--- config.mk ---
export PLATFORM = sky130hd
export DESIGN_NAME = accel_rr_sched_flat
export DESIGN_NICKNAME = d
export VERILOG_FILES = /design/src/rtl/accel_rr_sched_if.sv /design/src/rtl/accel_rr_sched.sv /design/src/flat_wrapper.sv
export SDC_FILE = /design/constraint.sdc
export NUM_CORES = 1
export LEC_CHECK = 0
export CORE_ASPECT_RATIO = 1.2
export CORE_UTILIZATION = 42
export DETAILED_ROUTE_END_ITERATION = 10
export GPL_TIMING_DRIVEN = 1
export PLACE_DENSITY = 0.63
export SLEW_MARGIN = 10
export SYNTH_ARGS = -nofsm -noshare
export SYNTH_HDL_FRONTEND = slang
export SYNTH_SLANG_ARGS = --single-unit
--- constraint.sdc ---
create_clock -name clk -period 2.4 [get_ports clk]
set_input_delay 0.36 -clock clk [delete_from_list [all_inputs] [get_ports clk]]
set_output_delay 0.36 -clock clk [all_outputs]
set_load 0.05 [all_outputs]
--- src/rtl/accel_rr_sched_if.sv ---
// Bus bundle between the round-robin scheduler, its two requesters and the accelerator core.
interface accel_rr_sched_if;
    logic [1:0] req;
    logic [1:0] grant;
    logic       accel_start;
    logic       accel_done;
    logic [3:0] accel_digit;
    logic       rsp_valid;
    logic       rsp_ready;
    logic       rsp_id;
    logic [3:0] rsp_digit;
    logic       rsp_err;
    logic       busy;

    // Scheduler side.
    modport master (
        input  req,
        input  accel_done,
        input  accel_digit,
        input  rsp_ready,
        output grant,
        output accel_start,
        output rsp_valid,
        output rsp_id,
        output rsp_digit,
        output rsp_err,
        output busy
    );

    // Requester / accelerator side.
    modport slave (
        output req,
        output accel_done,
        output accel_digit,
        output rsp_ready,
        input  grant,
        input  accel_start,
        input  rsp_valid,
        input  rsp_id,
        input  rsp_digit,
        input  rsp_err,
        input  busy
    );
endinterface

--- src/rtl/accel_rr_sched.sv ---
// Two-requester round-robin scheduler for a shared inference accelerator.
// One transaction at a time: arbitrate, pulse start, wait for a done rising
// edge (or time out), then hold the result until the owner accepts it.
module accel_rr_sched #(
    parameter int unsigned TIMEOUT_CYC = 2047
) (
    input  logic             clk,
    input  logic             rst,
    accel_rr_sched_if.master bus
);
    localparam int unsigned CNT_W = 12;
    localparam int unsigned DIG_W = 4;
    localparam logic [CNT_W-1:0] CNT_LAST = CNT_W'(TIMEOUT_CYC - 1);
    localparam logic [DIG_W-1:0] DIG_ERR  = DIG_W'(4'hF);

    typedef enum logic [1:0] {
        ST_IDLE,
        ST_START,
        ST_WAIT,
        ST_RESP
    } state_t;

    state_t             state_q, state_d;
    logic [1:0]         grant_q, grant_d;
    logic               start_q, start_d;
    logic               valid_q, valid_d;
    logic               id_q, id_d;
    logic [DIG_W-1:0]   digit_q, digit_d;
    logic               err_q, err_d;
    logic               busy_q, busy_d;
    logic [CNT_W-1:0]   cnt_q, cnt_d;
    logic               last_q, last_d;
    logic               done_q;
    logic               done_rise;
    logic               winner;

    // Round-robin pick: a lone requester wins, a tie goes away from last_id.
    always_comb begin
        winner = ~last_q;
        if (bus.req == 2'b01) begin
            winner = 1'b0;
        end else if (bus.req == 2'b10) begin
            winner = 1'b1;
        end
    end

    // Only a fresh 0->1 transition of done counts; a held level is ignored.
    assign done_rise = bus.accel_done & ~done_q;

    // Next-state and next-output logic.
    always_comb begin
        state_d = state_q;
        grant_d = grant_q;
        start_d = 1'b0;
        valid_d = valid_q;
        id_d    = id_q;
        digit_d = digit_q;
        err_d   = err_q;
        cnt_d   = cnt_q;
        last_d  = last_q;

        case (state_q)
            ST_IDLE: begin
                if (bus.req != 2'b00) begin
                    state_d = ST_START;
                    start_d = 1'b1;
                    grant_d = winner ? 2'b10 : 2'b01;
                end
            end
            ST_START: begin
                state_d = ST_WAIT;
                cnt_d   = '0;
            end
            ST_WAIT: begin
                // Done beats a timeout landing on the same cycle.
                if (done_rise) begin
                    state_d = ST_RESP;
                    valid_d = 1'b1;
                    id_d    = grant_q[1];
                    digit_d = bus.accel_digit;
                    err_d   = 1'b0;
                end else if (cnt_q == CNT_LAST) begin
                    state_d = ST_RESP;
                    valid_d = 1'b1;
                    id_d    = grant_q[1];
                    digit_d = DIG_ERR;
                    err_d   = 1'b1;
                end else begin
                    cnt_d = cnt_q + CNT_W'(1);
                end
            end
            ST_RESP: begin
                if (bus.rsp_ready) begin
                    state_d = ST_IDLE;
                    grant_d = 2'b00;
                    valid_d = 1'b0;
                    last_d  = grant_q[1];
                end
            end
            default: begin
                state_d = ST_IDLE;
                grant_d = 2'b00;
                valid_d = 1'b0;
            end
        endcase

        busy_d = (state_d != ST_IDLE);
    end

    // State and output registers with synchronous reset.
    always_ff @(posedge clk) begin
        if (rst) begin
            state_q <= ST_IDLE;
            grant_q <= 2'b00;
            start_q <= 1'b0;
            valid_q <= 1'b0;
            id_q    <= 1'b0;
            digit_q <= '0;
            err_q   <= 1'b0;
            busy_q  <= 1'b0;
            cnt_q   <= '0;
            last_q  <= 1'b1;
            done_q  <= 1'b0;
        end else begin
            state_q <= state_d;
            grant_q <= grant_d;
            start_q <= start_d;
            valid_q <= valid_d;
            id_q    <= id_d;
            digit_q <= digit_d;
            err_q   <= err_d;
            busy_q  <= busy_d;
            cnt_q   <= cnt_d;
            last_q  <= last_d;
            done_q  <= bus.accel_done;
        end
    end

    assign bus.grant       = grant_q;
    assign bus.accel_start = start_q;
    assign bus.rsp_valid   = valid_q;
    assign bus.rsp_id      = id_q;
    assign bus.rsp_digit   = digit_q;
    assign bus.rsp_err     = err_q;
    assign bus.busy        = busy_q;

endmodule

--- src/flat_wrapper.sv ---
// flat-port wrapper written by rule: the top's interface ports become plain ports
module accel_rr_sched_flat 
#(
    parameter int unsigned TIMEOUT_CYC = 2047
)
  (clk, rst, bus_req, bus_accel_done, bus_accel_digit, bus_rsp_ready, bus_grant, bus_accel_start, bus_rsp_valid, bus_rsp_id, bus_rsp_digit, bus_rsp_err, bus_busy);
  accel_rr_sched_if bus_i ();
  input  logic clk;
  input  logic rst;
  input wire logic [$bits(bus_i.req)-1:0] bus_req;
  input wire logic [$bits(bus_i.accel_done)-1:0] bus_accel_done;
  input wire logic [$bits(bus_i.accel_digit)-1:0] bus_accel_digit;
  input wire logic [$bits(bus_i.rsp_ready)-1:0] bus_rsp_ready;
  output wire logic [$bits(bus_i.grant)-1:0] bus_grant;
  output wire logic [$bits(bus_i.accel_start)-1:0] bus_accel_start;
  output wire logic [$bits(bus_i.rsp_valid)-1:0] bus_rsp_valid;
  output wire logic [$bits(bus_i.rsp_id)-1:0] bus_rsp_id;
  output wire logic [$bits(bus_i.rsp_digit)-1:0] bus_rsp_digit;
  output wire logic [$bits(bus_i.rsp_err)-1:0] bus_rsp_err;
  output wire logic [$bits(bus_i.busy)-1:0] bus_busy;
  assign bus_i.req = bus_req;
  assign bus_i.accel_done = bus_accel_done;
  assign bus_i.accel_digit = bus_accel_digit;
  assign bus_i.rsp_ready = bus_rsp_ready;
  assign bus_grant = bus_i.grant;
  assign bus_accel_start = bus_i.accel_start;
  assign bus_rsp_valid = bus_i.rsp_valid;
  assign bus_rsp_id = bus_i.rsp_id;
  assign bus_rsp_digit = bus_i.rsp_digit;
  assign bus_rsp_err = bus_i.rsp_err;
  assign bus_busy = bus_i.busy;
  accel_rr_sched #(.TIMEOUT_CYC(TIMEOUT_CYC)) u_core (.clk(clk), .rst(rst), .bus(bus_i));
endmodule
==> results by group <==
Outcome
  – Outcome: finished, final reports clean

Clock tree
  – Post-CTS Hold Fix Bufs: 0
  – CTS resizes: 0
  – Clock sink count: 27
  – CTS Buffer Depth: 2
  – CTS HTree Levels: 1
  – Clk slew on worst S/H paths: ~150 ps
  – CTS root buf: clkbuf_4
  – Clk Latency, worst-skew pair: 330 ps
  – CTS Buf Count: 3
  – CTS tree: yes
  – Total setup buffers inserted after CTS: 0

Layout
  – Fillers: between 200 and 300
  – P&R area growth vs syn: 18.97%
  – Total Nets Final: 185
  – N_diodes: 0
  – Most frequent cells in the layout: 27 x dfxtp_1, 20 x clkdlybuf4s50_1, 14 x a21oi_1
  – Layout cells sized above 1: between 7 and 8%
  – Most common cell after layout, fill and taps aside: dfxtp_1

Timing
  – Period utilization: 85.37%
  – Sum of negative setup slack: 0 ps
  – Least-Margin Pin Slew: 499.7 ps
  – RSZ-0062 raised after global routing: false
  – Slew Viols, Final: 0
  – Max Freq: 488.1 MHz
  – Minimum clock period: 2049 ps
  – Fin worst setup slack: 351.1 ps
  – Layout Skew: 2.522 ps
  – Final Hold Vio Count: 0
  – Max transition margin: about 67%
  – Final Setup Violations: 0

Routing
  – WL met3: 86 um
  – Routed WL: about 2700 um
  – DR top layer: met4
  – Antenna viol nets, final: 0
  – Wire length on met2: 1334 um
  – Drt first pass iters: 6
  – Wl on met1: around 1300 um
  – Residual DRC: 0
  – Overall via count from detail_route: 1151
  – DR WL/cell: 13.39 um
  – Via density: 5.670
  – Initial DRC count: 27

Floorplanning
  – I/O pins: 21
  – Initial core utilization: 45.13%
  – Row cnt: 21
  – Die H: 62.77 um
  – Core ar.: 0.002864 sq mm
  – Die X: 52.64 um
  – Full die area: ~0.0033 sq mm

GRT
  – Initial antenna violation count: 0
  – Largest net degree at the start of global routing: 22
  – Number of global-route vias before repair: 1100
  – Total GRT Usage: 18.61%
  – First-pass GRT wire length: 4719 um
  – Grt total ovfl: 0

Critical path
  – R2R cell count: 6
  – CP startpoint: u_core.state_q[0]
  – Buffers and inverters on the worst path: 1
  – Reg2reg end: u_core.cnt_q[9]
  – Reg-to-Reg Start: u_core.state_q[0]
  – Flop2flop setup slack: 350 ps
  – CP Data Required Time: 2670 ps
  – Crit path kind: reg -> reg
  – CP max FO: 9
  – Startpoint Class: flip-flop
  – CP delay by family, top: simple AND/OR/NAND/NOR gates
  – Critical Path, Cell by Cell: inv_1, ha_1, nand3b_1, nand4_2, or4_1, a21oi_1
  – Setup crit end kind: flip-flop
  – Critical-path top delay cell: or4_1
  – Crit path largest cell delay: 500 ps
  – Critical path arrival: 2320 ps

Hold path
  – Worst min path class: reg -> reg
  – WHS Path Cells: 2
  – Hold wc startpoint: u_core.bus.rsp_id
  – Hold path endpoint: u_core.bus.rsp_id

Flow run
  – Max cap viols: 0

Synthesis
  – Synthesized area per cell: ~8.6 sq um
  – Post-synth EDFFs: 0
  – Largest family of logic cells by synthesized area: simple AND/OR/NAND/NOR gates
  – Register area share after synthesis: 41.82%
  – Synth Area in Adders: between 4 and 5%
  – Async S/R FF share, synth: 0%
  – Syn_nets: 165
  – Top FF cell, synth: dfxtp_1
  – YS warnings: 0
  – Yosys reg bits: 27
  – Xor-xnor portion of the synthesized cell area: 0%
  – Mapped Cells: 150
  – Mapped Area: 0.001292 sq mm
  – Post-synthesis mux area share: 0%
  – Post-synthesis compound-gate area fraction: between 10% and 20%
  – Netlist cell types: 36
  – Synth Area in Simple Gates: 27.49%

Power
  – Power density cells: 641.0 mW/mm^2
  – IR drop worst, VDD: 381.9 uV
  – Leak Pwr: 0.0005389 uW

Placement
  – I/O Buffers: 20
  – Pre-CTS WS: about 340 ps
  – DP Wirelength: 1967 um
  – RePlAce Congestion: 0.7566
-- flip-flops by register name (all words and copies together), names as in the netlist --
name	count
u_core.cnt_q	12
u_core.bus.rsp_digit	4
u_core.bus.grant	2
u_core.state_q	2
u_core.bus.accel_start	1
u_core.bus.busy	1
u_core.bus.rsp_err	1
u_core.bus.rsp_id	1
u_core.bus.rsp_valid	1
u_core.done_q	1
u_core.last_q	1
-- worst max path at each step --
stage                       endpoint  slack [ps]  cells after the start
global placement     u_core.cnt_q[9]         380                      5
finish               u_core.cnt_q[9]         350                      6
floorplan           u_core.cnt_q[10]         640                      6
detailed placement   u_core.cnt_q[9]         340                      5
CTS                  u_core.cnt_q[9]         350                      6
global route         u_core.cnt_q[9]         200                      6
-- report_power, final --
group | switching [uW] | internal, uW
Combinational | 184 | 100
Clock | 137 | 63.8
Sequential | 20.3 | 480
-- kinds of logic after synthesis --
group / after synthesis
flops: 27
compound gates: 41
fa+ha+maj: 5
simple gates: 61
buf+inv: 16
-- final cells by class --
cell class	instances	area (sq um)	area share, %
Multi-Input combinational cell	107	675.6	43.94
Sequential cell	27	540.5	35.15
Timing Repair Buffer	22	215.2	14.00
Tap cell	34	42.54	2.766
Inverter	9	33.78	2.197
Clock buffer	3	22.52	1.465
Clock inverter	1	7.507	0.4882
-- synth_stat cells (all sizes together), types with 2 or more instances --
cell type / number / share of area [%]
dfxtp: 27 / 42
and3: 4 / 1.9
o21bai: 2 / 1.2
and4: 4 / 2.9
nor2b: 2 / 0.97
a21oi: 14 / 5.4
nor3: 12 / 4.6
nand3: 5 / 1.9
o31ai: 3 / 1.7
nand4: 4 / 2.4
nor2: 11 / 3.2
or4: 5 / 2.9
ha: 5 / 4.8
a21o: 3 / 2.3
nand2: 5 / 1.5
o21ai: 12 / 4.6
clkbuf: 4 / 1.2
inv: 9 / 2.6
or3: 6 / 3.0
buf: 3 / 2.1
-- worst reg2reg max path: stages, from the launching register on --
cell	delay, ps
dfxtp_1	410
inv_1	100
ha_1	290
nand3b_1	320
nand4_2	230
or4_1	500
a21oi_1	150
-- through the flow --
step	util, %	hold slack (ps)	instances	instance area (sq um)	total power (uW)
2_1_floorplan	-	447.6	150	1292	704.3
3_3_place_gp	52.64	454.6	199	1508	789.5
3_5_place_dp	52.64	465.1	199	1508	796.2
4_1_cts	53.69	484.7	203	1538	998.3
5_1_grt	53.69	512.8	203	1538	1038
6_report	53.69	482.8	203	1538	985.7
-- per-layer routing --
layer / GRT usage, % / vias to the layer above
met5: 0 / -
met4: 6.908 / 0
met3: 2.190 / 5
met2: 32.28 / 17
met1: 22.66 / 539
li1: - / 590
(Power assumes the default switching activity.)
